<file path="src/rtl/dac_playback_ctrl.sv">
// dac_playback_ctrl
//  Per-channel playback controller between a waveform FIFO and an RFSoC DAC
//  AXI-Stream port.
//  - Each trigger plays a programmed number of beats.
//  - The first and last beats are lane-masked.
//  - A FIFO underrun is flagged; abort returns the channel to IDLE.
//  - Configuration is serial; shadow registers are copied to the active
//    registers when a trigger is accepted.
//  Optional feature macro: DAC_TRIG_DELAY_EN. It adds a programmable
//  trigger-to-run delay held in the upper bits of MISC.
module dac_playback_ctrl #(
  parameter int DATA_W   = 256,
  parameter int SAMPLE_W = 16,
  parameter int CNT_W    = 32,
  parameter int DLY_W    = 16
) (
  input  logic              clk,
  input  logic              rst,
  input  logic [DATA_W-1:0] s_axis_tdata,
  input  logic              s_axis_tvalid,
  output logic              s_axis_tready,
  output logic [DATA_W-1:0] m_axis_tdata,
  output logic              m_axis_tvalid,
  input  logic              m_axis_tready,
  input  logic              trigger_in,
  input  logic              abort,
  input  logic              cfg_sel,
  input  logic              cfg_shift,
  input  logic [1:0]        cfg_addr,
  input  logic              cfg_sdata,
  output logic              mux_sel,
  output logic              busy,
  output logic              done,
  output logic              underrun
);

  localparam int LANES = DATA_W / SAMPLE_W;
`ifdef DAC_TRIG_DELAY_EN
  localparam int MISC_W = 1 + DLY_W;
`else
  localparam int MISC_W = 1;
`endif
  localparam logic [CNT_W-1:0] CNT_ZERO = {CNT_W{1'b0}};
  localparam logic [CNT_W-1:0] CNT_ONE  = {{(CNT_W-1){1'b0}}, 1'b1};
  localparam logic [DLY_W-1:0] DLY_ZERO = {DLY_W{1'b0}};
  localparam logic [DLY_W-1:0] DLY_ONE  = {{(DLY_W-1){1'b0}}, 1'b1};
  localparam logic [LANES-1:0] MASK_ALL = {LANES{1'b1}};

  typedef enum logic [1:0] {
    ST_IDLE  = 2'd0,
    ST_DELAY = 2'd1,
    ST_RUN   = 2'd2
  } state_t;

  state_t             state_r;
  state_t             state_nxt_s;

  // Shadow (serially loaded) configuration
  logic [CNT_W-1:0]   len_sh_r;
  logic [LANES-1:0]   smask_sh_r;
  logic [LANES-1:0]   emask_sh_r;
  logic [MISC_W-1:0]  misc_sh_r;
  logic [DLY_W-1:0]   delay_sh_s;

  // Active playback state
  logic [CNT_W-1:0]   remaining_r;
  logic [LANES-1:0]   smask_act_r;
  logic [LANES-1:0]   emask_act_r;
  logic               first_r;
  logic [DLY_W-1:0]   dly_cnt_r;

  logic               cfg_we_s;
  logic               trig_acc_s;
  logic               run_step_s;
  logic               last_s;
  logic [LANES-1:0]   lane_mask_s;
  logic [DATA_W-1:0]  masked_s;

  assign cfg_we_s   = cfg_sel & cfg_shift;
  assign trig_acc_s = (state_r == ST_IDLE) & trigger_in & ~abort & (len_sh_r != CNT_ZERO);
  assign run_step_s = (state_r == ST_RUN) & m_axis_tready;
  assign last_s     = (remaining_r == CNT_ONE);
  assign mux_sel    = misc_sh_r[0];

  // Without the delay feature the delay field is tied off, so DELAY is
  // unreachable and its counter trims away.
`ifdef DAC_TRIG_DELAY_EN
  assign delay_sh_s = misc_sh_r[DLY_W:1];
`else
  assign delay_sh_s = DLY_ZERO;
`endif

  // Serial configuration: MSB-first shift into the LSB of the addressed register
  always_ff @(posedge clk or negedge rst) begin
    if (!rst) begin
      len_sh_r   <= CNT_ZERO;
      smask_sh_r <= {LANES{1'b0}};
      emask_sh_r <= {LANES{1'b0}};
      misc_sh_r  <= {MISC_W{1'b0}};
    end else if (cfg_we_s) begin
      case (cfg_addr)
        2'd0: len_sh_r   <= {len_sh_r[CNT_W-2:0], cfg_sdata};
        2'd1: smask_sh_r <= {smask_sh_r[LANES-2:0], cfg_sdata};
        2'd2: emask_sh_r <= {emask_sh_r[LANES-2:0], cfg_sdata};
        2'd3: begin
`ifdef DAC_TRIG_DELAY_EN
          misc_sh_r <= {misc_sh_r[MISC_W-2:0], cfg_sdata};
`else
          misc_sh_r <= cfg_sdata;
`endif
        end
        default: len_sh_r <= len_sh_r;
      endcase
    end
  end

  // Lane gating of the beat currently offered by the FIFO (first/last masks)
  always_comb begin
    lane_mask_s = (first_r ? smask_act_r : MASK_ALL) & (last_s ? emask_act_r : MASK_ALL);
    masked_s    = {DATA_W{1'b0}};
    for (int i = 0; i < LANES; i++) begin
      if (lane_mask_s[i]) begin
        masked_s[i*SAMPLE_W +: SAMPLE_W] = s_axis_tdata[i*SAMPLE_W +: SAMPLE_W];
      end else begin
        masked_s[i*SAMPLE_W +: SAMPLE_W] = {SAMPLE_W{1'b0}};
      end
    end
  end

  // FSM state register
  always_ff @(posedge clk or negedge rst) begin
    if (!rst) begin
      state_r <= ST_IDLE;
    end else begin
      state_r <= state_nxt_s;
    end
  end

  // FSM next-state logic; abort overrides everything, including a trigger
  always_comb begin
    state_nxt_s = state_r;
    if (abort) begin
      state_nxt_s = ST_IDLE;
    end else begin
      case (state_r)
        ST_IDLE: begin
          if (trig_acc_s) begin
            if (delay_sh_s != DLY_ZERO) begin
              state_nxt_s = ST_DELAY;
            end else begin
              state_nxt_s = ST_RUN;
            end
          end else begin
            state_nxt_s = ST_IDLE;
          end
        end
        ST_DELAY: begin
          if (dly_cnt_r == DLY_ONE) begin
            state_nxt_s = ST_RUN;
          end else begin
            state_nxt_s = ST_DELAY;
          end
        end
        ST_RUN: begin
          if (run_step_s && s_axis_tvalid && last_s) begin
            state_nxt_s = ST_IDLE;
          end else begin
            state_nxt_s = ST_RUN;
          end
        end
        default: state_nxt_s = ST_IDLE;
      endcase
    end
  end

  // FSM outputs: FIFO ready follows the DAC only while running
  always_comb begin
    if (state_r == ST_RUN) begin
      s_axis_tready = m_axis_tready;
    end else begin
      s_axis_tready = 1'b0;
    end
    busy = (state_r != ST_IDLE);
  end

  // Playback datapath: counters, active masks, output beat and status flags
  always_ff @(posedge clk or negedge rst) begin
    if (!rst) begin
      m_axis_tdata  <= {DATA_W{1'b0}};
      m_axis_tvalid <= 1'b0;
      done          <= 1'b0;
      underrun      <= 1'b0;
      remaining_r   <= CNT_ZERO;
      smask_act_r   <= {LANES{1'b0}};
      emask_act_r   <= {LANES{1'b0}};
      first_r       <= 1'b0;
      dly_cnt_r     <= DLY_ZERO;
    end else begin
      m_axis_tvalid <= 1'b1;
      done          <= 1'b0;
      if (abort) begin
        m_axis_tdata <= {DATA_W{1'b0}};
        first_r      <= 1'b0;
      end else if (trig_acc_s) begin
        remaining_r <= len_sh_r;
        smask_act_r <= smask_sh_r;
        emask_act_r <= emask_sh_r;
        dly_cnt_r   <= delay_sh_s;
        first_r     <= 1'b1;
        underrun    <= 1'b0;
        if (m_axis_tready) begin
          m_axis_tdata <= {DATA_W{1'b0}};
        end
      end else if (run_step_s) begin
        if (s_axis_tvalid) begin
          m_axis_tdata <= masked_s;
          remaining_r  <= remaining_r - CNT_ONE;
          first_r      <= 1'b0;
          done         <= last_s;
        end else begin
          // DAC wants data but FIFO is empty: emit silence, do not count
          m_axis_tdata <= {DATA_W{1'b0}};
          underrun     <= 1'b1;
        end
      end else begin
        if (state_r == ST_DELAY) begin
          dly_cnt_r <= dly_cnt_r - DLY_ONE;
        end
        // Stalled RUN holds the beat; idle/delay output silence
        if (m_axis_tready && (state_r != ST_RUN)) begin
          m_axis_tdata <= {DATA_W{1'b0}};
        end
      end
    end
  end

endmodule

</file>
<file path="config.mk">
export PLATFORM = sky130hd
export DESIGN_NAME = dac_playback_ctrl
export DESIGN_NICKNAME = d
export VERILOG_FILES = /design/src/rtl/dac_playback_ctrl.sv
export SDC_FILE = /design/constraint.sdc
export NUM_CORES = 1
export LEC_CHECK = 0
export BUFFER_PORTS_ARGS = -buffer_cell sky130_fd_sc_hd__buf_2
export CORE_AREA = 2 2 203 205
export DETAILED_ROUTE_END_ITERATION = 12
export DIE_AREA = 0 0 205 207
export GPL_TIMING_DRIVEN = 0
export PLACE_DENSITY = 0.71
export SYNTH_ARGS = -nofsm -noshare
export SYNTH_HDL_FRONTEND = slang
export SYNTH_SLANG_ARGS = --single-unit
</file>
<file path="constraint.sdc">
create_clock -name clk -period 3.28 [get_ports clk]
set_clock_uncertainty 0.2 [all_clocks]
set_input_delay 0.328 -clock clk [delete_from_list [all_inputs] [get_ports clk]]
set_output_delay 0.328 -clock clk [all_outputs]
set_load 0.05 [all_outputs]
</file>
==> summary.txt <==
Layout
  – Final core occ: 0.577
  – Count of nets after finishing: 2304
  – Final instance area: 23300 um^2
  – Fraction of final layout cells sized beyond drive strength 1: 0.345
  – Finished Layout Cells: approximately 2600
  – Layout area overhead: 48.7%

Synthesis
  – Mapped Cells: 1195
  – Largest family of logic cells by synthesized area: compound AO/OA/AOI/OAI gates
  – EDFF count, synth: 0
  – Synth Area in Compound Gates: 0.184
  – Post-synthesis cell type count: 50
  – Yosys reg bits: ~400
  – Mean Syn Cell Area: 13.1 um^2
  – Synth area leader: dfrtp_1
  – Post-Synth Simple-Gate Area: 0.0702
  – Yosys top cell area share: 0.650
  – Ys Warns: 0
  – Async S/R FF share, synth: 1.00
  – Seq/Total Area, Yosys: 0.650
  – Main flop type after synthesis: dfrtp_1
  – Syn nets: 1466
  – Xor/xnor cell area share of the yosys netlist: 0.0179
  – Adder-Cell Fraction of Synth Area: 0.00319
  – Post-synth design cell area: 15700 um^2
  – Top post-synthesis cells by area: dfrtp_1 (65%), a22o_1 (14%), mux2_2 (4.7%)
  – Multiplexer area fraction after synthesis: 0.0474

Global routing
  – Initial antenna violation count: 10
  – Largest net degree at the start of global routing: roughly 130
  – Global Route Usage Sum: 0.254
  – First-pass GRT wire length: 83.5 mm
  – Vias in the first global route: approximately 14000
  – Total gr overflow: 0

Floorplan
  – Total die area: approximately 42000 um^2
  – # IOs: approximately 530
  – Height of the die: around 210 um
  – Die X-Extent: 205 um
  – Starting density of the core: 0.388
  – Std cell rows: 74
  – Core area: 40400 um^2

Worst setup path
  – Crit Path Category: reg2reg
  – CP Launch Type: flop
  – Reg2Reg Depth: 7
  – Worst EP arrival: 3.42 ns
  – CP Capture Type: flop
  – Largest fanout on the critical path: 10
  – Worst path required time: about 3.5 ns

Drt
  – Iteration-0 DRC Markers: between 1000 and 1500
  – Drt total wl: 55.3 mm
  – WL/cell: 21.2 um
  – Drc violations: 0
  – DR vias: 14000
  – Vias per cell: 5.36
  – Drt first pass iters: 5
  – Routed Antenna Nets: 0

Timing
  – Final setup vio count: 0
  – Slew Limit Fails: 0
  – Slew margin rel.: 0.335
  – Hold Vio Cnt, Final: 0
  – Final min period: between 3 and 4 ns
  – FMAX: 0.316 GHz
  – Unrepaired setup endpoints after global routing: false
  – Fin crit share: 0.964
  – Worst slew pin tran: 0.998 ns
  – Worst setup margin: 0.118 ns
  – Hold Slack: 0.0953 ns

Placed design
  – Post-DP HPWL: approximately 37 mm
  – Cell Area, Placed: about 19000 um^2
  – Dpl ws: -0.162 ns
  – Gpl congestion: 0.925
  – # placed instances: 2258
  – Port bufs: 528

Clock tree
  – Clk root buf: clkbuf_16
  – CTS clock-pin slew for the worst setup and hold paths: 0.06 ns
  – Total CTS buffers: 44
  – CTS Sinks: 407
  – Max clock buf depth: 3
  – CTS tree: yes
  – Depth of the CTS H-tree: 2
  – Skew-Pair Late Insertion Delay: 0.57 ns

Run
  – Max Cap Viol: 0

Worst hold path
  – HP Class: in2reg
  – Worst Hold Path Cells: 3

Power
  – Max IR drop VDD: 0.386 mV
  – Leak pwr: 12.1 nW
  – P per Cell Area: ~540 nW/um^2

Run status
  – Outcome: finished, final reports clean
==> worst max-delay path, cell delays in order, from the launching register on <==
cell	delay (ns)
dfrtp_1	0.40
or4_4	0.57
or4_1	0.58
nor4_4	0.22
buf_4	0.22
a21oi_1	0.31
buf_2	0.33
a22o_1	0.22
==> layout make-up <==
class | instances | area (um^2)
diodes | 11 | 27.5
plain buffers | 71 | 347
clock buffers | 62 | 1300
clock inverters | 20 | 273
fillers | 3172 | 17100
inverters | 22 | 82.6
multi-input cells | 694 | 5070
flip-flops and latches | 407 | 10200
well taps | 532 | 666
repair buffers | 793 | 5360
==> cells in the mapped netlist (all sizes together) (2+ instances only) <==
library cell  count
a31oi             5
o31ai             4
a21oi            31
nand4             4
o41ai             2
nor3b             2
mux2             66
nand4b            4
nor2             41
a22o            256
nand3             9
or2               5
buf              20
inv              22
xor2             12
ha                4
o21ai            58
xnor2            20
clkbuf           52
nor3             12
nor4             23
nand3b            4
nand2            98
nor2b             3
and3              2
dfrtp           407
or3               5
or4               9
a222oi            2
==> report_power, final <==
part	switching (W)	total (W)	internal (W)
clock network	0.00211	0.00535	0.00325
registers	0.000244	0.00555	0.00531
logic	0.000964	0.00165	0.000682
total	0.00332	0.0126	0.00924
==> cell usage in the layout (no fill, tap or decap), types with 3 or more instances in the layout <==
| cell | synthesis | layout |
|---|---|---|
| buf_2 | 9 | 536 |
| dfrtp_1 | 407 | 407 |
| dlygate4sd3_1 | 0 | 261 |
| a22o_1 | 256 | 256 |
| nand2_1 | 98 | 98 |
| mux2_2 | 66 | 66 |
| o21ai_0 | 57 | 57 |
| clkbuf_1 | 52 | 56 |
| clkbuf_16 | 0 | 45 |
| nor2_1 | 41 | 40 |
| inv_1 | 22 | 22 |
| a21oi_1 | 23 | 22 |
| nor4_1 | 22 | 21 |
| xnor2_1 | 20 | 20 |
| nor3_1 | 12 | 12 |
| xor2_1 | 12 | 12 |
| diode_2 | 0 | 11 |
| clkbuf_8 | 0 | 11 |
| nand3_1 | 9 | 9 |
| buf_6 | 9 | 9 |
| a21oi_2 | 8 | 9 |
| or4_1 | 8 | 8 |
| clkinvlp_4 | 0 | 6 |
| clkinv_2 | 0 | 6 |
| bufinv_16 | 0 | 6 |
| a31oi_1 | 5 | 5 |
| or3_1 | 5 | 5 |
| or2_2 | 4 | 4 |
| nand4_1 | 4 | 4 |
| nand4b_1 | 4 | 4 |
| o31ai_1 | 4 | 4 |
| ha_1 | 4 | 4 |
| nor2b_1 | 3 | 3 |
| nand3b_1 | 3 | 3 |
| buf_16 | 0 | 3 |
==> cell families (layout without fill, tap and decap cells) <==
group	count (synthesis)	count (layout)
fa+ha+maj	4	4
compound gates	365	365
mux	66	66
xor+xnor	32	32
flops	407	407
simple gates	226	226
buf+inv	94	968
other cells	1	12
==> registers in the layout, indices dropped and copies added (netlist names) <==
name and count:
underrun 1, smask_sh_r 16, emask_sh_r 16, len_sh_r 32, first_r 1, dly_cnt_r 16, m_axis_tvalid 1, done 1
emask_act_r 16, smask_act_r 16, state_r 2, mux_sel 1, m_axis_tdata 256, remaining_r 32
==> per-stage QoR <==
step / total power, W / setup TNS [ns]
floorplan: 0.00637 / 0
global placement: 0.00692 / -2525.40
detailed placement: 0.00698 / -4.83
CTS: 0.0126 / 0
global route: 0.0131 / 0
finish: 0.0126 / 0
==> layer usage <==
metal | up-vias | share of wire | track usage
met5 | - | 0 | 0
met4 | 0 | 0.044 | 0.109
met3 | 187 | 0.069 | 0.0643
met2 | 635 | 0.49 | 0.427
met1 | 7062 | 0.39 | 0.307
li1 | 6110 | - | -
==> repair_timing <==
| action | CTS | global route |
|---|---|---|
| gates resized for setup | 2 | 2 |
| cloned | 0 | 0 |
| buffers inserted | 1 | 0 |
| pin swaps | 1 | 0 |
| hold endpoints to repair | 369 | 0 |
| hold buffers | 261 | 0 |
| endpoints found under the setup margin | 73 | 47 |
==> final timing paths <==
kind                                endpoint  slack [ns]             from
max                         m_axis_tdata[30]        0.12  remaining_r[11]
min                             len_sh_r[31]         0.1      cfg_addr[1]
max reg2reg                 m_axis_tdata[30]        0.12  remaining_r[11]
min reg2reg                  smask_act_r[14]        0.27  smask_act_r[14]
max in group asynchronous        len_sh_r[1]        1.24              rst
min in group asynchronous  m_axis_tdata[188]        0.23              rst
No activity file was read; power rests on OpenSTA's default activity.
